$ cat src/rtl/dmg_video_pkg.sv
// -----------------------------------------------------------------------------
// dmg_video_pkg
// Shared definitions for the DMG LCD timing blocks:
//   lcd_mode_t   - STAT mode encoding (HBLANK/VBLANK/OAM/XFER)
//   timing constants used as defaults by lcd_line_counter
//   ly_readback  - LY value as seen on the FF44 read path (line-153 quirk)
// -----------------------------------------------------------------------------
package dmg_video_pkg;

  typedef enum logic [1:0] {
    HBLANK = 2'd0,
    VBLANK = 2'd1,
    OAM    = 2'd2,
    XFER   = 2'd3
  } lcd_mode_t;

  localparam int DOTS_PER_LINE = 32'd456;
  localparam int LINES         = 32'd154;
  localparam int VISIBLE_LINES = 32'd144;
  localparam int OAM_DOTS      = 32'd80;
  localparam int MODE3_MAX     = 32'd289;
  localparam int LY_LAST_EARLY = 32'd4;

  // On the last line of the frame the readback already shows 0 a few dots in,
  // while the internal line counter is still at its last value.
  function automatic logic [7:0] ly_readback(
    input logic [7:0] ly,
    input logic [8:0] h,
    input logic [7:0] ly_last,
    input logic [8:0] h_early
  );
    if ((ly == ly_last) && (h >= h_early)) begin
      return 8'd0;
    end else begin
      return ly;
    end
  endfunction

endpackage

$ cat src/rtl/lcd_stat_irq.sv
// -----------------------------------------------------------------------------
// lcd_stat_irq
// Builds the STAT interrupt line from the enabled sources and turns its rising
// edge into a one-cycle request. A source handing over to another enabled
// source with no low gap in between produces no new request.
// Ports:
//   clk        in  1  dot clock
//   reset      in  1  synchronous, active-high
//   clear      in  1  display off: drop the request and forget the line history
//   stat_ie    in  4  {lyc_ie, m2_ie, m1_ie, m0_ie}
//   mode       in  2  mode the counter will show next cycle
//   lyc_match  in  1  LY==LYC flag the counter will show next cycle
//   int_stat   out 1  one-cycle STAT request (registered)
// -----------------------------------------------------------------------------
module lcd_stat_irq
  import dmg_video_pkg::*;
(
  input  logic       clk,
  input  logic       reset,
  input  logic       clear,
  input  logic [3:0] stat_ie,
  input  logic [1:0] mode,
  input  logic       lyc_match,
  output logic       int_stat
);

  logic line_s;
  logic line_r;
  logic int_stat_r;

  // OR of all enabled STAT sources for the upcoming cycle
  always_comb begin
    line_s = (stat_ie[3] & lyc_match)
           | (stat_ie[2] & (mode == OAM))
           | (stat_ie[1] & (mode == VBLANK))
           | (stat_ie[0] & (mode == HBLANK));
  end

  // Line history and rising-edge request register
  always_ff @(posedge clk) begin
    if (reset) begin
      line_r     <= 1'b0;
      int_stat_r <= 1'b0;
    end else if (clear) begin
      line_r     <= 1'b0;
      int_stat_r <= 1'b0;
    end else begin
      line_r     <= line_s;
      int_stat_r <= line_s & ~line_r;
    end
  end

  assign int_stat = int_stat_r;

endmodule

$ cat src/rtl/lcd_line_counter.sv
// -----------------------------------------------------------------------------
// lcd_line_counter
// Dot/line timing generator for the DMG LCD: dot counter h, line counter ly,
// STAT mode sequencing, LY/LYC compare and the VBLANK / STAT interrupt
// requests. Every output is a register.
// Ports:
//   clk         in  1  dot clock
//   reset       in  1  synchronous, active-high
//   lcd_on      in  1  LCDC bit 7; low holds everything in the idle state
//   lyc         in  8  LYC register
//   stat_ie     in  4  {lyc_ie, m2_ie, m1_ie, m0_ie}
//   mode3_done  in  1  pixel pipeline finished the line (1-cycle pulse)
//   v           out 8  LY as read back at FF44
//   h           out 9  dot within the line
//   mode        out 2  STAT mode
//   line_start  out 1  pulse on h==0
//   lyc_match   out 1  registered v==lyc
//   int_vblank  out 1  VBLANK request pulse
//   int_stat    out 1  STAT request pulse
// -----------------------------------------------------------------------------
module lcd_line_counter #(
  parameter int DOTS_PER_LINE = dmg_video_pkg::DOTS_PER_LINE,
  parameter int LINES         = dmg_video_pkg::LINES,
  parameter int VISIBLE_LINES = dmg_video_pkg::VISIBLE_LINES,
  parameter int OAM_DOTS      = dmg_video_pkg::OAM_DOTS,
  parameter int MODE3_MAX     = dmg_video_pkg::MODE3_MAX,
  parameter int LY_LAST_EARLY = dmg_video_pkg::LY_LAST_EARLY
) (
  input  logic       clk,
  input  logic       reset,
  input  logic       lcd_on,
  input  logic [7:0] lyc,
  input  logic [3:0] stat_ie,
  input  logic       mode3_done,
  output logic [7:0] v,
  output logic [8:0] h,
  output logic [1:0] mode,
  output logic       line_start,
  output logic       lyc_match,
  output logic       int_vblank,
  output logic       int_stat
);
  import dmg_video_pkg::*;

  localparam logic [8:0] H_LAST       = 9'(DOTS_PER_LINE - 32'd1);
  localparam logic [8:0] H_XFER_START = 9'(OAM_DOTS);
  localparam logic [8:0] H_XFER_LAST  = 9'(OAM_DOTS + MODE3_MAX - 32'd1);
  localparam logic [8:0] H_LY_EARLY   = 9'(LY_LAST_EARLY);
  localparam logic [7:0] LY_LAST      = 8'(LINES - 32'd1);
  localparam logic [7:0] LY_VBLANK    = 8'(VISIBLE_LINES);

  logic       hold_s;
  logic       running_r;
  logic       running_s;
  logic [8:0] h_r;
  logic [8:0] h_s;
  logic [7:0] ly_r;
  logic [7:0] ly_s;
  lcd_mode_t  mode_r;
  lcd_mode_t  mode_s;
  logic [7:0] v_r;
  logic [7:0] v_s;
  logic       line_start_r;
  logic       line_start_s;
  logic       lyc_match_r;
  logic       lyc_match_s;
  logic       int_vblank_r;
  logic       int_vblank_s;

  assign hold_s = reset | ~lcd_on;

  // Dot and line counters. Leaving the idle state starts at h=0 rather than
  // advancing, so the first active cycle is dot 0 of line 0.
  always_comb begin
    running_s = 1'b0;
    h_s       = 9'd0;
    ly_s      = 8'd0;
    if (hold_s) begin
      running_s = 1'b0;
    end else if (!running_r) begin
      running_s = 1'b1;
    end else begin
      running_s = 1'b1;
      if (h_r == H_LAST) begin
        h_s  = 9'd0;
        ly_s = (ly_r == LY_LAST) ? 8'd0 : (ly_r + 8'd1);
      end else begin
        h_s  = h_r + 9'd1;
        ly_s = ly_r;
      end
    end
  end

  // Mode FSM next state. XFER ends one cycle after mode3_done, or after its
  // last allowed dot; mode3_done is only acted on while in XFER.
  always_comb begin
    mode_s = mode_r;
    if (!running_s) begin
      mode_s = HBLANK;
    end else if (ly_s >= LY_VBLANK) begin
      mode_s = VBLANK;
    end else if (h_s < H_XFER_START) begin
      mode_s = OAM;
    end else begin
      case (mode_r)
        OAM: begin
          mode_s = XFER;
        end
        XFER: begin
          if (mode3_done || (h_r == H_XFER_LAST)) begin
            mode_s = HBLANK;
          end else begin
            mode_s = XFER;
          end
        end
        HBLANK: begin
          mode_s = HBLANK;
        end
        default: begin
          mode_s = HBLANK;
        end
      endcase
    end
  end

  // Next values of the remaining outputs. lyc_match compares the v that is
  // currently visible, which gives the one-cycle latency after a v or lyc change.
  always_comb begin
    v_s          = ly_readback(ly_s, h_s, LY_LAST, H_LY_EARLY);
    line_start_s = running_s & (h_s == 9'd0);
    lyc_match_s  = running_s & (v_r == lyc);
    int_vblank_s = running_s & (ly_s == LY_VBLANK) & (h_s == 9'd0);
  end

  // Mode state register
  always_ff @(posedge clk) begin
    if (reset) begin
      mode_r <= HBLANK;
    end else begin
      mode_r <= mode_s;
    end
  end

  // Counter and output registers
  always_ff @(posedge clk) begin
    if (reset) begin
      running_r    <= 1'b0;
      h_r          <= 9'd0;
      ly_r         <= 8'd0;
      v_r          <= 8'd0;
      line_start_r <= 1'b0;
      lyc_match_r  <= 1'b0;
      int_vblank_r <= 1'b0;
    end else begin
      running_r    <= running_s;
      h_r          <= h_s;
      ly_r         <= ly_s;
      v_r          <= v_s;
      line_start_r <= line_start_s;
      lyc_match_r  <= lyc_match_s;
      int_vblank_r <= int_vblank_s;
    end
  end

  // The STAT edge detector looks at next-cycle mode/match so its request lines
  // up with the mode and lyc_match outputs that caused it.
  lcd_stat_irq u_stat_irq (
    .clk       (clk),
    .reset     (reset),
    .clear     (~running_s),
    .stat_ie   (stat_ie),
    .mode      (mode_s),
    .lyc_match (lyc_match_s),
    .int_stat  (int_stat)
  );

  assign v          = v_r;
  assign h          = h_r;
  assign mode       = mode_r;
  assign line_start = line_start_r;
  assign lyc_match  = lyc_match_r;
  assign int_vblank = int_vblank_r;

endmodule

$ cat config.mk
export PLATFORM = sky130hd
export DESIGN_NAME = lcd_line_counter
export DESIGN_NICKNAME = d
export VERILOG_FILES = /design/src/rtl/dmg_video_pkg.sv /design/src/rtl/lcd_stat_irq.sv /design/src/rtl/lcd_line_counter.sv
export SDC_FILE = /design/constraint.sdc
export NUM_CORES = 1
export LEC_CHECK = 0
export CORE_MARGIN = 2
export CORE_UTILIZATION = 53
export CTS_CLUSTER_SIZE = 8
export DETAILED_ROUTE_END_ITERATION = 7
export PLACE_DENSITY = 0.94
export SLEW_MARGIN = 5
export SYNTH_ARGS = -nofsm -noshare
export SYNTH_HDL_FRONTEND = slang
export SYNTH_HIERARCHICAL = 1
export SYNTH_SLANG_ARGS = --single-unit
$ cat constraint.sdc
create_clock -name clk -period 4.3 [get_ports clk]
set_input_delay 0.86 -clock clk [delete_from_list [all_inputs] [get_ports clk]]
set_output_delay 0.86 -clock clk [all_outputs]
set_load 0.03 [all_outputs]
==> results_dict.tcl, run 1 <==
set metrics [dict create \
    synth_seq_area_share_pct 38.8 \
    synth_warnings 6 \
    finClkSkew_ps 7.71 \
    fin_setup_tns_ps 0 \
    nets 249 \
    timing.fmax_mhz 311 \
    antenna_cells 0 \
    cts_setup_buffers 0 \
    cpPeakStageDelay_ps 580 \
    ys_seq_elements 33 \
    muxShareOfSynthArea_pct 0.588 \
    synthXorXnorAreaFrac_pct 9.26 \
    grt_pass1_vias 1397 \
    antenna_found_initial 0 \
    powerDensity_nw_per_um2 237 \
    die_h_um 60.7 \
    hold_viol 0 \
    leakage_nw 0.691 \
    period_needed_ps 3210 \
    routedWlPerCell_um 14.0 \
    ir_drop_v 0.000123 \
    drtIter0Drc 65 \
    power.share.sequential_pct 61.4 \
    cts_made_buffers 5 \
    clockBufferDepth 2 \
    layout_commonest_cell "clkdlybuf4s50_1" \
    critPathBufInv 0 \
    cts-root-buf "clkbuf_4" \
    power.internal_mw 0.390 \
    insertion_delay_ps 330 \
    netlist_area_um2 1700 \
    worstPathMaxFanout 11 \
    p_clk_share_pct 31.5 \
    track_usage_pct 22.8 \
    slew_headroom_pct 55.6 \
    hold_depth 1 \
    cts_sinks 33 \
    grt_overflow 0 \
    path_cells "ha_1 > nand4_2 > or2_1 > o21ai_1 > or2_4 > a31oi_2 > a211oi_1 > nand2_1 > o221a_2 > nor4_2" \
    rsz0062_at_grt "false" \
    synth_cell_type_count 53 \
    critPathCaptureType "flop" \
    cp_num_cells 10 \
    synth_fp_nets 212 \
    synthSimpleGateAreaFrac_pct 29.7 \
    cts_resized 0 \
    multi_input_area_um2 962 \
    synth_top_family_by_area "simple AND/OR/NAND/NOR gates" \
    cp_slowest_cell "o21ai_1" \
    synth_adder_area_share_pct 2.94 \
    io_pins 39 \
    core_area_um2 3050 \
    dp_hpwl_mm 2.93 \
    async_reset_ff_share_pct 0 \
    r2r_cells 10 \
    rows 20 \
    status "completed" \
    die_w_um 60.7 \
    switching_share_pct 22.6 \
    via_count 1552 \
    crit_family "simple AND/OR/NAND/NOR gates" \
    final-setup-viol-count 0 \
    stdcell_count 274 \
    h-tree-depth 2 \
    initial_core_util_pct 55.7 \
    grt_pass1_wl_mm 6.09 \
    placedCellCount 266 \
    synth-edff-count 0 \
    drc_errors 0 \
    final_area_um2 2130 \
    final_layout_size_suffix_gt1_share_pct 8.70 \
    startpoint_type "flop" \
    power.share.combinational_pct 7.2 \
    maxSlewViolCount 0 \
    max-cap-violations 0 \
    seqCellArea_um2 661 \
    grt_max_degree 12 \
    worst_pin_slew_ps 662 \
    postRouteAntennaNets 0 \
    die-area_um2 3680 \
    critPathKind "flop to flop" \
    first_pass_iters 4 \
    avgSynthCellArea_um2 8.86 \
    critPathArrivalTime_ps 3460 \
    clk_pin_slew_ps 100 \
    cts_tree "built" \
    syn2layout_area_growth_pct 25.3 \
    place_area_um2 2080 \
    period_share_pct 74.7 \
    synth_flop_cell "dfxtp_1" \
    drt-total-wl_mm 3.84 \
    gp_congestion 0.846 \
    synth_compound_gate_area_share_pct 14.0 \
    portBuffers 38 \
    n_fill_cell 231 \
    hold_buffers 0 \
    viasPerCell 5.66 \
    power_switching_mw 0.114 \
    layout_common_cells "38 x clkdlybuf4s50_1, 33 x dfxtp_1, 24 x nor2_1, 14 x xnor2_1, 13 x nand2_1" \
    crit_required_ps 4550 \
    synthCells 192 \
    hold_path.class "flop to flop" \
]
-- metrics by stage --
step	setup WS [ps]	power (mW)	util, %	hold slack (ps)
6_report	1090	0.504	69.8	426
5_1_grt	810	0.526	69.8	443
4_1_cts	1100	0.510	69.8	427
3_5_place_dp	953	0.353	68.2	407
3_3_place_gp	1090	0.351	68.2	403
2_1_floorplan	1440	0.332	-	389
-- synthesized netlist by cell type, types with 4 or more instances --
cell       n  area share [%]
a21oi_1   10             2.9
clkbuf_1   4            0.88
dfxtp_1   33              39
ha_1       4             2.9
inv_1      6             1.3
nand2_1   13             2.9
nand3_1   10             2.9
nor2_1    24             5.3
nor3_1     8             2.4
nor4_1     4             1.5
o21ai_0    4             1.2
xnor2_1   14             7.2
xor2_1     4             2.1
-- cells by family after synthesis --
| logic type | Yosys count |
|---|---|
| mux | 1 |
| flops | 33 |
| buf+inv | 14 |
| compound gates | 33 |
| simple gates | 89 |
| xor+xnor | 18 |
| fa+ha+maj | 4 |
-- power groups by stage --
| stage | registers (mW) | logic (mW) | clock network (mW) |
|---|---|---|---|
| floorplan | 0.319 | 0.0124 | 0 |
| global placement | 0.316 | 0.0346 | 0 |
| detailed placement | 0.317 | 0.0359 | 0 |
| CTS | 0.309 | 0.0364 | 0.164 |
| global route | 0.310 | 0.0385 | 0.177 |
| finish | 0.309 | 0.0362 | 0.159 |
-- flip-flops by register name (all words and copies together), names as in the netlist --
signal and cells:
h 9, int_vblank 1, line_start 1, ly_r 8, lyc_match 1, mode 2, running_r 1, u_stat_irq/int_stat 1
u_stat_irq/line_r 1, v 8
-- area by class of cell --
type,count,share of cell area [%]
flip-flops and latches,33,31.0
multi-input cells,145,45.1
repair buffers,38,17.8
clock buffers,6,1.94
well taps,44,2.58
clock inverters,2,0.469
inverters,6,1.06
-- per-layer routing --
metal,part of all wire (%),vias to the layer above,track usage (%)
li1,-,763,-
met1,41,711,27.8
met2,49,72,37.6
met3,8.2,6,5.54
met4,1.6,0,10.9
met5,0,-,0
-- worst reg2reg max path: cells and delay by family (launching register included) --
family | cells | cell delay, ps
adder cells (fa/ha/maj) | 1 | 270
flip-flops | 1 | 420
AND/OR/NAND/NOR | 5 | 1220
AO/OA/AOI/OAI | 4 | 1220
-- path summary, 6_finish.rpt --
kind | from | endpoint | slack (ps)
setup reg to reg | h[0] | u_stat_irq/int_stat | 1090
hold reg to reg | u_stat_irq/line_r | u_stat_irq/int_stat | 430
hold / removal | u_stat_irq/line_r | u_stat_irq/int_stat | 430
setup / recovery | h[0] | u_stat_irq/int_stat | 1090
Power figures use the tool's default switching activity.
==> run 2: changes to the inputs <==
--- a/config.mk
+++ b/config.mk
@@ -6,10 +6,10 @@
 export NUM_CORES = 1
 export LEC_CHECK = 0
 export CORE_MARGIN = 2
-export CORE_UTILIZATION = 53
+export CORE_UTILIZATION = 49
 export CTS_CLUSTER_SIZE = 8
 export DETAILED_ROUTE_END_ITERATION = 7
-export PLACE_DENSITY = 0.94
+export PLACE_DENSITY = 0.88
 export SLEW_MARGIN = 5
 export SYNTH_ARGS = -nofsm -noshare
 export SYNTH_HDL_FRONTEND = slang
==> constraint.sdc (replaced) <==
create_clock -name clk -period 3.18 [get_ports clk]
set_input_delay 0.636 -clock clk [delete_from_list [all_inputs] [get_ports clk]]
set_output_delay 0.636 -clock clk [all_outputs]
set_load 0.03 [all_outputs]
==> run 2 against run 1 <==
  * Critical path depth fell by 1
  * Non-clock buffer count rose by 3
  * Clock skew rose by 5.1 ps
  * Largest cell class unchanged
  * Highest routed layer unchanged
  * Global-route usage fell by 2.1 points
  * Register-to-register slack got worse by 700 ps
  * Combinational power rose by 39%
  * Worst hold slack got worse by 6.2 ps
==> results_dict.tcl, run 2 (synthesis gave the netlist of run 1 again) <==
set metrics [dict create \
    track_usage_pct 20.7 \
    cts_made_buffers 5 \
    die_w_um 62.9 \
    grt_max_degree 11 \
    antenna_cells 0 \
    rsz0062_at_grt "false" \
    core_area_um2 3340 \
    maxSlewViolCount 0 \
    slew_headroom_pct 67.8 \
    clk_pin_slew_ps 90 \
    initial_core_util_pct 51.0 \
    grt_pass1_vias 1444 \
    grt_overflow 0 \
    largest_reg_flops 9 \
    cts_setup_buffers 0 \
    critPathCaptureType "flop" \
    layout_common_cells "38 x clkdlybuf4s50_1, 33 x dfxtp_1, 24 x nor2_1, 14 x xnor2_1, 13 x nand2_1" \
    die_h_um 62.9 \
    postRouteAntennaNets 0 \
    grt_pass1_wl_mm 6.49 \
    multi_input_area_um2 962 \
    viasPerCell 5.52 \
    insertion_delay_ps 330 \
    hold_buffers 0 \
    hold_viol 0 \
    cts-root-buf "clkbuf_4" \
    cts_resized 0 \
    drtIter0Drc 58 \
    gp_congestion 0.912 \
    worstPathMaxFanout 9 \
    ir_drop_v 0.000161 \
    finalPower_mw 0.676 \
    finClkSkew_ps 12.8 \
    period_needed_ps 2790 \
    pre_cts_ws_ps 260 \
    nets 252 \
    die-area_um2 3960 \
    layout_commonest_cell "clkdlybuf4s50_1" \
    rows 21 \
    routedWlPerCell_um 13.8 \
    setup_slack_ps 388 \
    h-tree-depth 2 \
    portBuffers 38 \
    period_share_pct 87.8 \
    critPathArrivalTime_ps 3040 \
    drt-total-wl_mm 3.83 \
    leakage_nw 0.699 \
    hold_ws_ps 420 \
    first_pass_iters 4 \
    io_pins 39 \
    via_count 1530 \
    cts_tree "built" \
    max-cap-violations 0 \
    antenna_found_initial 0 \
    hold_path.class "flop to flop" \
    final_layout_size_suffix_gt1_share_pct 9.52 \
    fin_setup_tns_ps 0 \
    status "completed" \
    dp_hpwl_mm 2.96 \
    timing.fmax_mhz 358 \
    crit_required_ps 3430 \
    startpoint_type "flop" \
    final_core_util_pct 64.4 \
    clockBufferDepth 2 \
    critPathKind "flop to flop" \
    final-setup-viol-count 0 \
    worst_pin_slew_ps 480 \
    cts_sinks 33 \
    seqCellArea_um2 661 \
    powerDensity_nw_per_um2 315 \
    drc_errors 0 \
    syn2layout_area_growth_pct 26.2 \
    n_fill_cell 278 \
]
run 2: power by group:
| group | internal [mW] | switching (mW) | leakage, nW | total, mW |
|---|---|---|---|---|
| clock network | 0.0766 | 0.131 | 0.0269 | 0.208 |
| registers | 0.416 | 0.00225 | 0.267 | 0.418 |
| logic | 0.0294 | 0.0208 | 0.405 | 0.0503 |
run 2: metrics by stage:
stage	instance area, µm²	std cells
after floorplan	1700	192
after global routing	2150	277
after detailed placement	2110	271
after global placement	2110	271
final	2150	277
after CTS	2150	277
run 2: final cells by class:
cell class	instances	area share [%]
well taps	46	2.68
flip-flops and latches	33	30.8
clock inverters	1	0.233
clock buffers	5	1.75
multi-input cells	145	44.8
inverters	6	1.05
repair buffers	41	18.8
run 2: worst max-delay path, cell delays in order (launching register included):
cell and delay, ps:
dfxtp_1 430, ha_1 270, nand4_2 300, nor4_1 420, xnor2_1 300, a31oi_2 200
a211oi_1 290, nand2_1 90, o221a_2 290, nor4_2 120
run 2: per-layer routing:
metal	routed length, µm	global-route usage [%]	vias to the layer above
li1	-	-	768
met1	1770	26.2	706
met2	1820	33.8	51
met3	203	5.95	5
met4	42	6.67	0
met5	0	0	-
run 2: path summary, 6_finish.rpt:
kind	start	end	slack (ps)	cells after the start
worst max register to register	h[0]	u_stat_irq/int_stat	390	9
worst max-delay path	h[0]	u_stat_irq/int_stat	390	9
worst min register to register	u_stat_irq/line_r	u_stat_irq/int_stat	420	1
worst min-delay path	u_stat_irq/line_r	u_stat_irq/int_stat	420	1
